<file path="src/rtl/tick_capture_pkg.sv">
// Shared constants and helpers for the tick_capture period counter and
// event timestamp channels.
package tick_capture_pkg;

  localparam int TC_PERIOD_DEFAULT = 25000000;
  localparam int TC_WIDTH_DEFAULT  = 25;
  localparam int TC_CHANNELS_MAX   = 16;
  localparam int TC_WARMUP         = 3;

  // Base bit index of channel ch inside the flattened cap_data bus.
  function automatic int tc_slice_base(input int ch, input int width);
    return ch * width;
  endfunction

endpackage

</file>
<file path="src/rtl/evt_edge_sync.sv">
// Per-channel event front end: two-flop synchronizer, previous-value flop
// and a maskable either-edge detector.
module evt_edge_sync
  import tick_capture_pkg::*;
(
  input  logic clk,
  input  logic rst,
  input  logic evt,
  input  logic mask,
  output logic evt_edge
);

  logic s1;
  logic s2;
  logic prev;

  // prev keeps following s2 while masked so the first unmasked compare
  // only sees genuine changes, not the reset-to-level transition.
  always_ff @(posedge clk or posedge rst) begin
    if (rst) begin
      s1   <= 1'b0;
      s2   <= 1'b0;
      prev <= 1'b0;
    end else begin
      s1   <= evt;
      s2   <= s1;
      prev <= s2;
    end
  end

  assign evt_edge = (s2 != prev) && !mask;

endmodule

</file>
<file path="src/rtl/tick_capture.sv">
// Programmable period counter with tick/upd outputs plus per-channel
// event timestamp capture with valid/ack handoff and sticky overflow.
module tick_capture
  import tick_capture_pkg::*;
#(
  parameter int PERIOD   = TC_PERIOD_DEFAULT,
  parameter int WIDTH    = TC_WIDTH_DEFAULT,
  parameter int CHANNELS = 4
) (
  input  logic                        clk,
  input  logic                        rst,
  input  logic                        en,
  input  logic                        period_ld,
  input  logic [WIDTH-1:0]            period_val,
  input  logic [CHANNELS-1:0]         evt,
  input  logic [CHANNELS-1:0]         cap_ack,
  output logic [WIDTH-1:0]            count,
  output logic                        tick,
  output logic                        upd,
  output logic [CHANNELS-1:0]         cap_valid,
  output logic [CHANNELS*WIDTH-1:0]   cap_data,
  output logic [CHANNELS-1:0]         cap_ovf
);

  logic [WIDTH-1:0] period_q;
  logic             ld_ok;
  logic             wrap;
  logic [1:0]       warm;
  logic             mask;

  assign ld_ok = period_ld && (period_val >= WIDTH'(2));
  assign wrap  = en && (count == period_q - WIDTH'(1));

  // A legal reload restarts the count and swallows any wrap due this cycle.
  always_ff @(posedge clk or posedge rst) begin
    if (rst) begin
      period_q <= WIDTH'(PERIOD);
      count    <= '0;
      tick     <= 1'b0;
      upd      <= 1'b0;
    end else if (ld_ok) begin
      period_q <= period_val;
      count    <= '0;
      tick     <= 1'b0;
    end else if (wrap) begin
      count    <= '0;
      tick     <= 1'b1;
      upd      <= ~upd;
    end else if (en) begin
      count    <= count + WIDTH'(1);
      tick     <= 1'b0;
    end else begin
      tick     <= 1'b0;
    end
  end

  assign mask = (warm != 2'(TC_WARMUP));

  always_ff @(posedge clk or posedge rst) begin
    if (rst) begin
      warm <= 2'd0;
    end else if (mask) begin
      warm <= warm + 2'd1;
    end
  end

  for (genvar i = 0; i < CHANNELS; i++) begin : g_chan
    localparam int Base = tc_slice_base(i, WIDTH);

    logic             hit;
    logic             v;
    logic             o;
    logic [WIDTH-1:0] d;

    evt_edge_sync u_sync (
      .clk      (clk),
      .rst      (rst),
      .evt      (evt[i]),
      .mask     (mask),
      .evt_edge (hit)
    );

    // First event wins while valid; an ack in the same cycle frees the slot.
    always_ff @(posedge clk or posedge rst) begin
      if (rst) begin
        v <= 1'b0;
        o <= 1'b0;
        d <= '0;
      end else if (hit) begin
        if (!v || cap_ack[i]) begin
          d <= count;
          v <= 1'b1;
          o <= 1'b0;
        end else begin
          o <= 1'b1;
        end
      end else if (cap_ack[i] && v) begin
        v <= 1'b0;
        o <= 1'b0;
      end
    end

    assign cap_valid[i]           = v;
    assign cap_ovf[i]             = o;
    assign cap_data[Base +: WIDTH] = d;
  end

endmodule

</file>
<file path="config.mk">
export PLATFORM = sky130hd
export DESIGN_NAME = tick_capture
export DESIGN_NICKNAME = d
export VERILOG_FILES = /design/src/rtl/tick_capture_pkg.sv /design/src/rtl/evt_edge_sync.sv /design/src/rtl/tick_capture.sv
export SDC_FILE = /design/constraint.sdc
export NUM_CORES = 1
export LEC_CHECK = 0
export CAP_MARGIN = 5
export CORE_ASPECT_RATIO = 0.75
export CORE_MARGIN = 1
export CORE_UTILIZATION = 51
export CTS_CLUSTER_DIAMETER = 150
export DETAILED_ROUTE_END_ITERATION = 16
export PLACE_DENSITY = 0.81
export SKIP_CTS_REPAIR_TIMING = 1
export SLEW_MARGIN = 30
export SYNTH_ARGS = -nofsm -noshare
export SYNTH_HDL_FRONTEND = slang
export SYNTH_SLANG_ARGS = --single-unit
</file>
<file path="constraint.sdc">
create_clock -name clk -period 6.2 [get_ports clk]
set_input_delay 0.93 -clock clk [delete_from_list [all_inputs] [get_ports clk]]
set_output_delay 0.93 -clock clk [all_outputs]
set_load 0.05 [all_outputs]
</file>
Word-level counts from Yosys, hierarchy flattened. Cells that the tools add are included.

Add/sub/neg operators: 3. Order comparisons: 1. Equal/unequal tests: 10. Multiplexer cells: 25. Bitwise logic cells: 2. Reduce and logical (&&, ||, !) cells: 33.

Operator list (count): $mux 25 (3); $add 25x1->25 const B (1); $eq 25x25->1 (1); $ge 25x2->1 const B (1); $sub 25x1->25 const B (1); $mux 1 (22); $reduce_and 2->1 (9); $logic_and 1x1->1 (10); $ne 2x1->1 const B (4); $reduce_bool 2->1 (4); $logic_not 1->1 (5); $logic_or 1x1->1 (4); $ne 1x1->1 (4); $reduce_bool 3->1 (1); $add 2x1->2 const B (1); $ne 2x2->1 const B (1); $not 1->1 (2).

Bits in registers: 174. Input bits: 37.

Depth between registers and ports, before layout.
Depth after elaboration: 5. Gate-level depth with buffers: 11. Depth with buffers taken out: 9.

By module. A second synthesis with hierarchy kept.

Cell total of the unflattened synthesis: 627. Area total of the unflattened synthesis: 7737.4 um2.

Modules (own cells, without submodules): tick_capture (instances 1, cells an instance 603, area an instance 7372.1 um2); evt_edge_sync (instances 4, cells an instance 6, area an instance 91.3 um2).

Worst setup path before layout. OpenSTA, ideal clock, no wires.

Path kind: reg2reg. Start point: reg period_q[4]. End point: reg count[13]. Arrival: 2581 ps. Data required time: 6076 ps. Slack: 3495 ps. Stages on the path, launching flop included: 8. Buffers on the path: 0. Path through: dfrtp_1 > or4_4 > or3_1 > nor4_1 > xnor2_1 > nand4_1 > o311a_1 > o31a_1.

Cells in the longest elaborated chain, start to end: 5. Elaborated cells between the ends (all ways): 6. Those cells by class: add/sub (1); eq/ne (1); mux (2); reduce/logical (2).

Ends and longest elaborated chain: from (decl) (line tick_capture.sv:25) `logic [WIDTH-1:0] period_q;`; from (signal assigned) (line tick_capture.sv:37) `period_q <= WIDTH'(PERIOD);`; from (signal assigned) (line tick_capture.sv:42) `period_q <= period_val;`; $sub 25x1->25 * (line tick_capture.sv:32) `assign wrap = en && (count == period_q - WIDTH'(1));`; $eq 25x25->1 * (line tick_capture.sv:32); $logic_and 1x1->1 * (line tick_capture.sv:32); $mux 25 (line tick_capture.sv:45) `end else if (wrap) begin`; $mux 25 (line tick_capture.sv:41) `end else if (ld_ok) begin`; to (signal assigned) (line tick_capture.sv:50) `count <= count + WIDTH'(1);`; to (decl) (line tick_capture.sv:17) `output logic [WIDTH-1:0] count,`.

Every way passes the cells marked *; elsewhere a longest branch is shown, timed or not. A chain may end at the register's enable or synchronous reset.

Worst setup path in the final report. Same ends and word-level chain as after synthesis.

==> flow_metrics.tcl <==
set metrics [dict create \
    avgSynthCellArea_um2 12.7 \
    initial_core_util_pct 52.9 \
    antenna_cells 0 \
    cts-root-buf "clkbuf_16" \
    dpl-instance-area_um2 9590 \
    switchingPower_mw 0.675 \
    clk_pin_slew_worst_paths_ns 0.07 \
    synth_top_family_by_area "multiplexers" \
    relSlewSlack_pct 44.3 \
    vdd_drop_max_mv 0.258 \
    netlist_top_cells_area "dfrtp_1 (52%), mux2_2 (18%), xor2_1 (5.0%)" \
    pre_cts_slack_ns 2.60 \
    yosysWarnings 0 \
    clkPwrFrac_pct 42.1 \
    drt-vias-per-instance 5.53 \
    min-delay-path-class "reg2reg" \
    die_h_um 109 \
    status "finished clean" \
    core_area_um2 14700 \
    synth_ff_type "dfrtp_1" \
    stdcell_count 976 \
    hold_viol_final 0 \
    clock_latency_ns 0.43 \
    yosys-mux-area-fraction_pct 18.3 \
    synth_area_um2 7770 \
    highest_layer "met4" \
    io_pins 172 \
    layout-drive-gt1-share_pct 23.7 \
    drtPass1Iterations 4 \
    async_flop_share_pct 100 \
    path_cells "or4_4 -> or3_1 -> nor4_1 -> xnor2_1 -> nand4_1 -> o311a_1 -> o31a_1" \
    cp-start-kind "flip-flop" \
    wl_per_cell_um 18.8 \
    synthSimpleGateAreaFrac_pct 11.2 \
    ant_nets 0 \
    drt-met1-wl_mm 8.54 \
    min_period_over_period_pct 49.5 \
    cts_tree "done" \
    synth-xor-area-share_pct 6.65 \
    dr_wl_met2_mm 8.46 \
    fp-row-count 38 \
    cp_num_buf_inv 0 \
    drc 0 \
    critPathCaptureType "flip-flop" \
    rsz0062_at_grt "no" \
    grt_max_degree 129 \
    gr-total-overflow 0 \
    placedCellCount 945 \
    syn_nets 653 \
    grt_use_total_pct 24.6 \
    ys_ff_latch 174 \
    drv_slew 0 \
    wl_met3_mm 1.11 \
    intPower_mw 1.98 \
    clock_sinks 174 \
    total_leakage_power_nw 4.58 \
    tightest_slew_ns 0.835 \
    netlist.area_leader.share_pct 52.2 \
    hpwlAfterDp_mm 13.2 \
    synth-seq-area-share_pct 56.2 \
    critical_path.top_delay_family "simple AND/OR/NAND/NOR gates" \
    power_frac_comb_pct 11.8 \
    die_x_um 145 \
    routed_wl_mm 18.3 \
    cp_max_fo 8 \
    cpPeakStageDelay_ns 0.62 \
    clock_skew_ns 0.00953 \
    synth-compound-area-share_pct 4.01 \
    synthMostInstantiatedCell "dfrtp_1" \
    cts-buffers-inserted 17 \
    synth-adder-area-share_pct 0.483 \
    min_period_ns 3.07 \
    slowest_stage "or4_4" \
    vias 5398 \
    setup_viol 0 \
    grt_pass1_wl_mm 28.7 \
    synth-edff-count 0 \
    cp.required_ns 6.50 \
    p_sw_share_pct 25.4 \
    final_area_um2 10200 \
    h-tree-depth 4 \
    synth.distinct_cells 55 \
    crit_arrival_ns 3.37 \
    antenna_found_initial 0 \
    cts_buffer_depth 2 \
    grt_pass1_vias 5282 \
    fin_util_pct 69.6 \
    drt-initial-drc-count 251 \
    synth_top_cell_by_area "dfrtp_1" \
    p_per_area_nw_per_um2 259 \
    synthTopCellsByCount "dfrtp_1 (162), mux2_2 (122), xor2_1 (44)" \
    layout.nets 804 \
    area.growth.synth_to_final_pct 31.6 \
    path_class "reg2reg" \
    fmax_mhz 326 \
    maxCapViolCount 0 \
    gp_congestion 0.896 \
    die_area_um2 15700 \
    setup_ws_ns 3.13 \
    synth_cells 613 \
    port_buffers 171 \
    seq_power_share_pct 46.1 \
    setup_tns_ns 0 \
]
[flip-flops by register name, indices dropped and copies added, names as in the netlist]
signal and cells:
tick 1, upd 1, g_chan.u_sync.prev 4, g_chan.u_sync.s1 4
period_q 25, g_chan.o 4, g_chan.u_sync.s2 4, g_chan.v 4
g_chan.d 100, count 25, warm 2
[per-stage QoR]
stage,total power [mW],hold slack (ns)
6_report,2.65,0.345
5_1_grt,2.75,0.357
4_1_cts,2.67,0.348
3_5_place_dp,1.56,0.345
3_3_place_gp,1.54,0.334
2_1_floorplan,1.45,0.331
[layout make-up]
cell class	count	area, um^2
Inverter	8	37.5
Clock buffer	21	470
Timing Repair Buffer	179	1770
Multi-Input combinational cell	384	3170
Sequential cell	174	4370
Tap cell	200	250
Clock inverter	10	150
Fill cell	998	4470
[path summary, 6_finish.rpt]
check | to | startpoint | slack (ns) | cells past startpoint
setup / recovery | count[13] | period_q[4] | 3.13 | 7
hold reg to reg | g_chan[2].u_sync.s2 | g_chan[2].u_sync.s1 | 0.34 | 0
hold / removal | g_chan[2].u_sync.s2 | g_chan[2].u_sync.s1 | 0.34 | 0
min in group asynchronous | g_chan[2].d[18] | rst | 1.08 | 2
max in group asynchronous | count[12] | rst | 3.96 | 3
setup reg to reg | count[13] | period_q[4] | 3.13 | 7
[cells by family (layout without fill, tap and decap cells)]
group / after synthesis / in the layout
flops: 174 / 174
buf+inv: 55 / 218
compound gates: 43 / 43
mux: 127 / 127
simple gates: 152 / 152
fa+ha+maj: 3 / 3
xor+xnor: 59 / 59
[placed cells by master, fill, tap and decap left out, types with 4 or more instances in the layout]
master / n
a21oi_1: 7
nor2_1: 36
o31a_1: 4
nor3_1: 7
dfrtp_1: 162
nor4_1: 11
o311ai_0: 4
buf_4: 8
and3_1: 8
o21ai_0: 7
nand2b_1: 6
and2_1: 5
xor2_1: 44
dfstp_2: 12
mux2_2: 122
nand3_1: 19
clkbuf_16: 17
xnor2_1: 15
mux2i_1: 5
inv_1: 7
nand2_1: 26
clkdlybuf4s50_1: 171
nand4_1: 14
[routing by layer]
layer  track usage (%)  up-vias
met5                 0        -
met3              4.74       21
li1                  -     2477
met1              34.5     2723
met4              8.57        0
met2              38.5      177
[power by group through the flow]
stage / sequential (mW) / clock [mW] / combinational, mW
2_1_floorplan: 1.26 / 0 / 0.194
3_3_place_gp: 1.24 / 0 / 0.304
3_5_place_dp: 1.24 / 0 / 0.313
4_1_cts: 1.22 / 1.13 / 0.315
5_1_grt: 1.23 / 1.18 / 0.337
6_report: 1.22 / 1.12 / 0.312
Note: power is estimated with default switching activity, not from simulation.
